$ cat src/rtl/pipeline_ctrl_pkg.sv
// Shared types and constants for the pipeline control block: FSM encoding,
// PC width, mul/div timeout default and the saturating counter helper.
package pipeline_ctrl_pkg;

    localparam int PC_WIDTH       = 32;
    localparam int MD_TIMEOUT_DEF = 63;
    localparam int TMO_W          = 6;

    typedef enum logic [1:0] {
        ST_RUN       = 2'd0,
        ST_MD_LAUNCH = 2'd1,
        ST_MD_BUSY   = 2'd2
    } state_e;

    function automatic logic [31:0] sat_inc32(input logic [31:0] value);
        return (value == 32'hFFFF_FFFF) ? value : value + 32'd1;
    endfunction

endpackage

$ cat src/rtl/pipeline_ctrl_hazard_detect.sv
// Load-use hazard comparator: flags a decode-stage source that depends on a
// load still sitting in execute. Writes to x0 never create a dependency.
module hazard_detect (
    input  logic       d_valid_s,
    input  logic       d_use_rs1_s,
    input  logic       d_use_rs2_s,
    input  logic [4:0] d_rs1_idx_s,
    input  logic [4:0] d_rs2_idx_s,
    input  logic       e_valid_s,
    input  logic       e_load_s,
    input  logic [4:0] e_rd_idx_s,
    output logic       lu_s
);

    logic rs1_hit_s;
    logic rs2_hit_s;

    // Source-operand match against the in-flight load destination
    always_comb begin
        rs1_hit_s = d_use_rs1_s & (d_rs1_idx_s == e_rd_idx_s);
        rs2_hit_s = d_use_rs2_s & (d_rs2_idx_s == e_rd_idx_s);
        lu_s      = e_valid_s & e_load_s & (e_rd_idx_s != 5'd0) & d_valid_s
                  & (rs1_hit_s | rs2_hit_s);
    end

endmodule

$ cat src/rtl/pipeline_ctrl.sv
// Pipeline control: redirect/flush, load-use bubble, mul/div stall FSM with
// timeout watchdog, plus saturating stall and flush performance counters.
module pipeline_ctrl
    import pipeline_ctrl_pkg::*;
#(
    parameter int MD_TIMEOUT = MD_TIMEOUT_DEF
) (
    input  logic                clk_i,
    input  logic                rst_n_i,
    input  logic                D_valid_i,
    input  logic                D_use_rs1_i,
    input  logic                D_use_rs2_i,
    input  logic [4:0]          D_rs1_idx_i,
    input  logic [4:0]          D_rs2_idx_i,
    input  logic                E_valid_i,
    input  logic                E_load_i,
    input  logic                E_md_i,
    input  logic [4:0]          E_rd_idx_i,
    input  logic                E_jmp_sel_i,
    input  logic [PC_WIDTH-1:0] E_nPC_i,
    input  logic                md_done_i,
    output logic                F_stall_o,
    output logic                D_stall_o,
    output logic                E_stall_o,
    output logic                D_flush_o,
    output logic                E_flush_o,
    output logic                md_start_o,
    output logic                redirect_valid_o,
    output logic [PC_WIDTH-1:0] redirect_pc_o,
    output logic                md_err_o,
    output logic [31:0]         stall_cnt_o,
    output logic [31:0]         flush_cnt_o,
    output logic [1:0]          state_o
);

    localparam logic [TMO_W-1:0] TMO_LIMIT = TMO_W'(MD_TIMEOUT);

    state_e            state_r;
    state_e            state_nxt_s;
    logic [TMO_W-1:0]  tmo_r;
    logic [TMO_W-1:0]  tmo_nxt_s;
    logic              err_r;
    logic              err_set_s;
    logic [31:0]       stall_cnt_r;
    logic [31:0]       flush_cnt_r;

    logic              lu_s;
    logic              redirect_s;
    logic              md_req_s;
    logic              f_stall_s;
    logic              d_stall_s;
    logic              e_stall_s;
    logic              d_flush_s;
    logic              e_flush_s;
    logic              md_start_s;
    logic              redir_s;

    hazard_detect u_hazard_detect (
        .d_valid_s   (D_valid_i),
        .d_use_rs1_s (D_use_rs1_i),
        .d_use_rs2_s (D_use_rs2_i),
        .d_rs1_idx_s (D_rs1_idx_i),
        .d_rs2_idx_s (D_rs2_idx_i),
        .e_valid_s   (E_valid_i),
        .e_load_s    (E_load_i),
        .e_rd_idx_s  (E_rd_idx_i),
        .lu_s        (lu_s)
    );

    assign redirect_s = E_valid_i & E_jmp_sel_i;
    assign md_req_s   = E_valid_i & E_md_i;

    // Next-state and raw control decode; priority in RUN is redirect > md > load-use
    always_comb begin
        state_nxt_s = state_r;
        tmo_nxt_s   = tmo_r;
        err_set_s   = 1'b0;
        f_stall_s   = 1'b0;
        d_stall_s   = 1'b0;
        e_stall_s   = 1'b0;
        d_flush_s   = 1'b0;
        e_flush_s   = 1'b0;
        md_start_s  = 1'b0;
        redir_s     = 1'b0;
        case (state_r)
            ST_RUN: begin
                if (redirect_s) begin
                    redir_s   = 1'b1;
                    d_flush_s = 1'b1;
                    e_flush_s = 1'b1;
                end else if (md_req_s) begin
                    f_stall_s   = 1'b1;
                    d_stall_s   = 1'b1;
                    e_stall_s   = 1'b1;
                    md_start_s  = 1'b1;
                    state_nxt_s = ST_MD_LAUNCH;
                end else if (lu_s) begin
                    f_stall_s = 1'b1;
                    d_stall_s = 1'b1;
                    e_flush_s = 1'b1;
                end else begin
                    state_nxt_s = ST_RUN;
                end
            end
            ST_MD_LAUNCH: begin
                f_stall_s   = 1'b1;
                d_stall_s   = 1'b1;
                e_stall_s   = 1'b1;
                tmo_nxt_s   = {TMO_W{1'b0}};
                state_nxt_s = ST_MD_BUSY;
            end
            ST_MD_BUSY: begin
                if (md_done_i) begin
                    state_nxt_s = ST_RUN;
                end else if (tmo_r == TMO_LIMIT) begin
                    // Watchdog expired: drop the operation and squash the md op in execute
                    err_set_s   = 1'b1;
                    e_flush_s   = 1'b1;
                    state_nxt_s = ST_RUN;
                end else begin
                    f_stall_s = 1'b1;
                    d_stall_s = 1'b1;
                    e_stall_s = 1'b1;
                    tmo_nxt_s = tmo_r + {{(TMO_W-1){1'b0}}, 1'b1};
                end
            end
            default: begin
                state_nxt_s = ST_RUN;
            end
        endcase
    end

    assign F_stall_o        = rst_n_i & f_stall_s;
    assign D_stall_o        = rst_n_i & d_stall_s;
    assign E_stall_o        = rst_n_i & e_stall_s;
    assign D_flush_o        = rst_n_i & d_flush_s;
    assign E_flush_o        = rst_n_i & e_flush_s;
    assign md_start_o       = rst_n_i & md_start_s;
    assign redirect_valid_o = rst_n_i & redir_s;
    assign redirect_pc_o    = redirect_valid_o ? E_nPC_i : {PC_WIDTH{1'b0}};
    assign md_err_o         = err_r;
    assign stall_cnt_o      = stall_cnt_r;
    assign flush_cnt_o      = flush_cnt_r;
    assign state_o          = state_r;

    // State, watchdog, sticky error and saturating perf counters
    always_ff @(posedge clk_i) begin
        if (!rst_n_i) begin
            state_r     <= ST_RUN;
            tmo_r       <= {TMO_W{1'b0}};
            err_r       <= 1'b0;
            stall_cnt_r <= 32'd0;
            flush_cnt_r <= 32'd0;
        end else begin
            state_r     <= state_nxt_s;
            tmo_r       <= tmo_nxt_s;
            err_r       <= err_r | err_set_s;
            stall_cnt_r <= F_stall_o ? sat_inc32(stall_cnt_r) : stall_cnt_r;
            flush_cnt_r <= redirect_valid_o ? sat_inc32(flush_cnt_r) : flush_cnt_r;
        end
    end

endmodule

$ cat config.mk
export PLATFORM = sky130hd
export DESIGN_NAME = pipeline_ctrl
export DESIGN_NICKNAME = d
export VERILOG_FILES = /design/src/rtl/pipeline_ctrl_pkg.sv /design/src/rtl/pipeline_ctrl_hazard_detect.sv /design/src/rtl/pipeline_ctrl.sv
export SDC_FILE = /design/constraint.sdc
export NUM_CORES = 1
export LEC_CHECK = 0
export ABC_CLOCK_PERIOD_IN_PS = 5500
export CAP_MARGIN = 20
export CORE_ASPECT_RATIO = 1.5
export CORE_MARGIN = 2
export CORE_UTILIZATION = 45
export CTS_BUF_LIST = sky130_fd_sc_hd__clkbuf_8 sky130_fd_sc_hd__clkbuf_16
export CTS_CLUSTER_SIZE = 40
export DETAILED_ROUTE_END_ITERATION = 8
export HOLD_SLACK_MARGIN = 0.06
export PLACE_DENSITY = 0.83
export SETUP_SLACK_MARGIN = 0.05
export SLEW_MARGIN = 30
export SYNTH_ARGS = -nofsm -noshare
export SYNTH_HDL_FRONTEND = slang
export SYNTH_SLANG_ARGS = --single-unit
$ cat constraint.sdc
create_clock -name clk_i -period 5.5 [get_ports clk_i]
set_input_delay 0.825 -clock clk_i [delete_from_list [all_inputs] [get_ports clk_i]]
set_output_delay 0.825 -clock clk_i [all_outputs]
set_load 0.02 [all_outputs]
==> impl_metrics.ini <==
[clock_tree]
post_cts_resized = 0
cts_hold_buf = 0
clk_pin_slew_ns = 0.05
clock-sinks = 73
postCtsSetupBuffers = 0
cts_root_buf = clkbuf_16
cts_made_buffers = 9
h-tree-depth = 3
cts_tree = done
clockBufferDepth = 2
insertion_delay_ns = 0.33

[place]
place.gp.congestion = 0.834
dp_hpwl_um = 8490
io_buffers = 162

[floorplan]
std_cell_rows = 42
start_util = 0.458
die_h_um = 120
die_area_um2 = 9720
fp.dieW_um = 81.2
pin_count = 163
coreArea_um2 = 8780

[logic_synthesis]
ys.flop_type = dfxtp_1
synth-seq-cells = 73
postSynth.asyncResetShare = 0
syn_avg_cell_area_um2 = 8.27
synth_edf_count = 0
syn_nets = 546
ys_types = 49
yosysWarnings = 0
syn_area_um2 = 4020
synth_area_leaders = dfxtp_1, and3_1, xnor2_1
synth_top_area_share = 0.364
postSynthCellCount = 486
synth_top_area_cell = dfxtp_1
seq_area_frac_synth = 0.364

[layout]
final_common_cell = clkdlybuf4s50_1
diodes = 0
drive_above_1_share = 0.0516
post-route-util = 0.679
nets = 694
syn_to_final_growth_pct = 48.2
mostFrequentLayoutCells = clkdlybuf4s50_1, dfxtp_1, and3_1, nor2_1, nand2_1

[hold_path]
hold_path_class = register to register

[route]
antenna_left = 0
dr_total_vias = 4095
dr.pass1.iters = 4
drcViolationCount = 0
routed_wl_um = 11200
wl_per_cell_um = 15.0
first_iter_violations = 233
via_per_inst = 5.47

[timing]
slew_headroom = 0.416
setup_tns_ns = 0
layout_min_cycle_time_ns = 4.28
fin_skew_ns = 0.00792
hold_viol = 0
drv_slew = 0
tightest_slew_ns = 0.874
fin_crit_sh = 0.778
rsz0062_at_grt = no
final-setup-viol-count = 0
fmax_ghz = 0.234

[power_and_ir_drop]
seqPwrFrac = 0.435
switching_share = 0.221
p_leak_nw = 2.14
p_clk_frac = 0.462
p_comb_frac = 0.103
p_sw_mw = 0.272
p_int_mw = 0.956
power_density_nw_per_um2 = 206
ir_worst_vdd_uv = 198

[setup_path]
cp_cell_sequence = clkdlybuf4s50_1 > buf_4 > and4bb_2 > nand2_1 > inv_1 > clkdlybuf4s50_1
r2r-start = state_o[0]
slowest_delay_ns = 0.64
arrival_ns = 3.45
path_class = primary input to output port
worstSetupStartpoint = rst_n_i
worst_path_most_repeated_cell = clkdlybuf4s50_1
rr_worst_depth = 6
worst_setup_path_end_kind = output port
reg2reg_to = flush_cnt_o[23]
cp-start-kind = primary input
worstPathRequired_ns = 4.68
r2r_slack_ns = 2.86
cp_slowest_cell = clkdlybuf4s50_1
setup.worst_path.end = redirect_valid_o
crit_fanout = 34

[global_route]
grt_usage = 0.240
grt_antenna_before_repair = 0
grt_max_degree = 59
grt_pass1_wl_um = 18500
gr-total-overflow = 0
grt_pass1_vias = 3946

[flow_run]
maxCapViolations = 0

[status]
status = finished clean
[critical path: cells and delay by family]
| family | cells | cell delay (ns) |
|---|---|---|
| simple gates | 2 | 1.00 |
| buf+inv | 4 | 1.61 |
[flip-flops by register name (all words and copies together), names as in the netlist]
signal	flops
stall_cnt_o	32
tmo_r	6
md_err_o	1
state_o	2
flush_cnt_o	32
[metrics by stage]
stage	std cells	power [mW]	hold WS [ns]	instance area, um2	setup WS (ns)
2_1_floorplan	486	0.602	0.475	4020	2.48
3_3_place_gp	733	0.671	0.458	5670	1.34
3_5_place_dp	733	0.672	0.477	5670	1.22
4_1_cts	749	1.24	0.489	5960	1.22
5_1_grt	749	1.28	0.521	5960	1.03
6_report	749	1.23	0.475	5960	1.22
[cell usage after synthesis (4+ instances only)]
cell	count
or4_1	7
clkbuf_1	19
mux2i_1	8
buf_2	5
or3_1	20
nand2_1	31
and4_1	10
xnor2_1	22
nand4_1	26
o211ai_1	4
o21ai_0	17
nand2b_1	5
inv_1	7
nand3_1	29
a21oi_1	30
nor3b_1	4
nor4_2	4
o31ai_1	9
nor3_1	7
and3_1	49
xor2_1	17
dfxtp_1	73
nor2_1	45
[final cells by class]
class	instances	area (um2)
Sequential cell	73	1460
Inverter	8	30.0
Clock buffer	10	239
Tap cell	110	138
Fill cell	678	2820
Multi-Input combinational cell	377	2390
Timing Repair Buffer	165	1640
Clock inverter	6	51.3
[metal layers]
| metal | global-route usage | wire length, um | up-vias |
|---|---|---|---|
| met3 | 0.0519 | 505 | 12 |
| met1 | 0.287 | 4760 | 1913 |
| li1 | - | - | 2074 |
| met4 | 0.0900 | 182 | 0 |
| met5 | 0 | 0 | - |
| met2 | 0.413 | 5780 | 96 |
[cells by family (layout without fill, tap and decap cells)]
| kind of cell | count (synthesis) | in the layout | share of synthesized area |
|---|---|---|---|
| mux | 8 | 8 | 0.0199 |
| flops | 73 | 73 | 0.364 |
| buf+inv | 36 | 189 | 0.0408 |
| fa+ha+maj | 3 | 3 | 0.00934 |
| compound gates | 72 | 72 | 0.117 |
| xor+xnor | 39 | 39 | 0.0850 |
| simple gates | 255 | 255 | 0.364 |
[power groups by stage]
| stage | Clock, mW | Sequential, mW | Combinational (mW) |
|---|---|---|---|
| final | 0.568 | 0.534 | 0.126 |
| after global routing | 0.608 | 0.534 | 0.135 |
| after CTS | 0.583 | 0.534 | 0.127 |
| after detailed placement | 0 | 0.546 | 0.127 |
| after global placement | 0 | 0.545 | 0.125 |
| after floorplan | 0 | 0.548 | 0.0548 |
[worst min path at each step]
| stage | to | slack, ns | depth (start not counted) | from |
|---|---|---|---|---|
| final | md_err_o | 0.48 | 2 | md_err_o |
| after global routing | md_err_o | 0.52 | 2 | md_err_o |
| after CTS | md_err_o | 0.49 | 2 | md_err_o |
| after detailed placement | md_err_o | 0.48 | 2 | md_err_o |
| after global placement | md_err_o | 0.46 | 2 | md_err_o |
| after floorplan | tmo_r[5] | 0.47 | 1 | tmo_r[5] |
No activity file was read; power rests on OpenSTA's default activity.
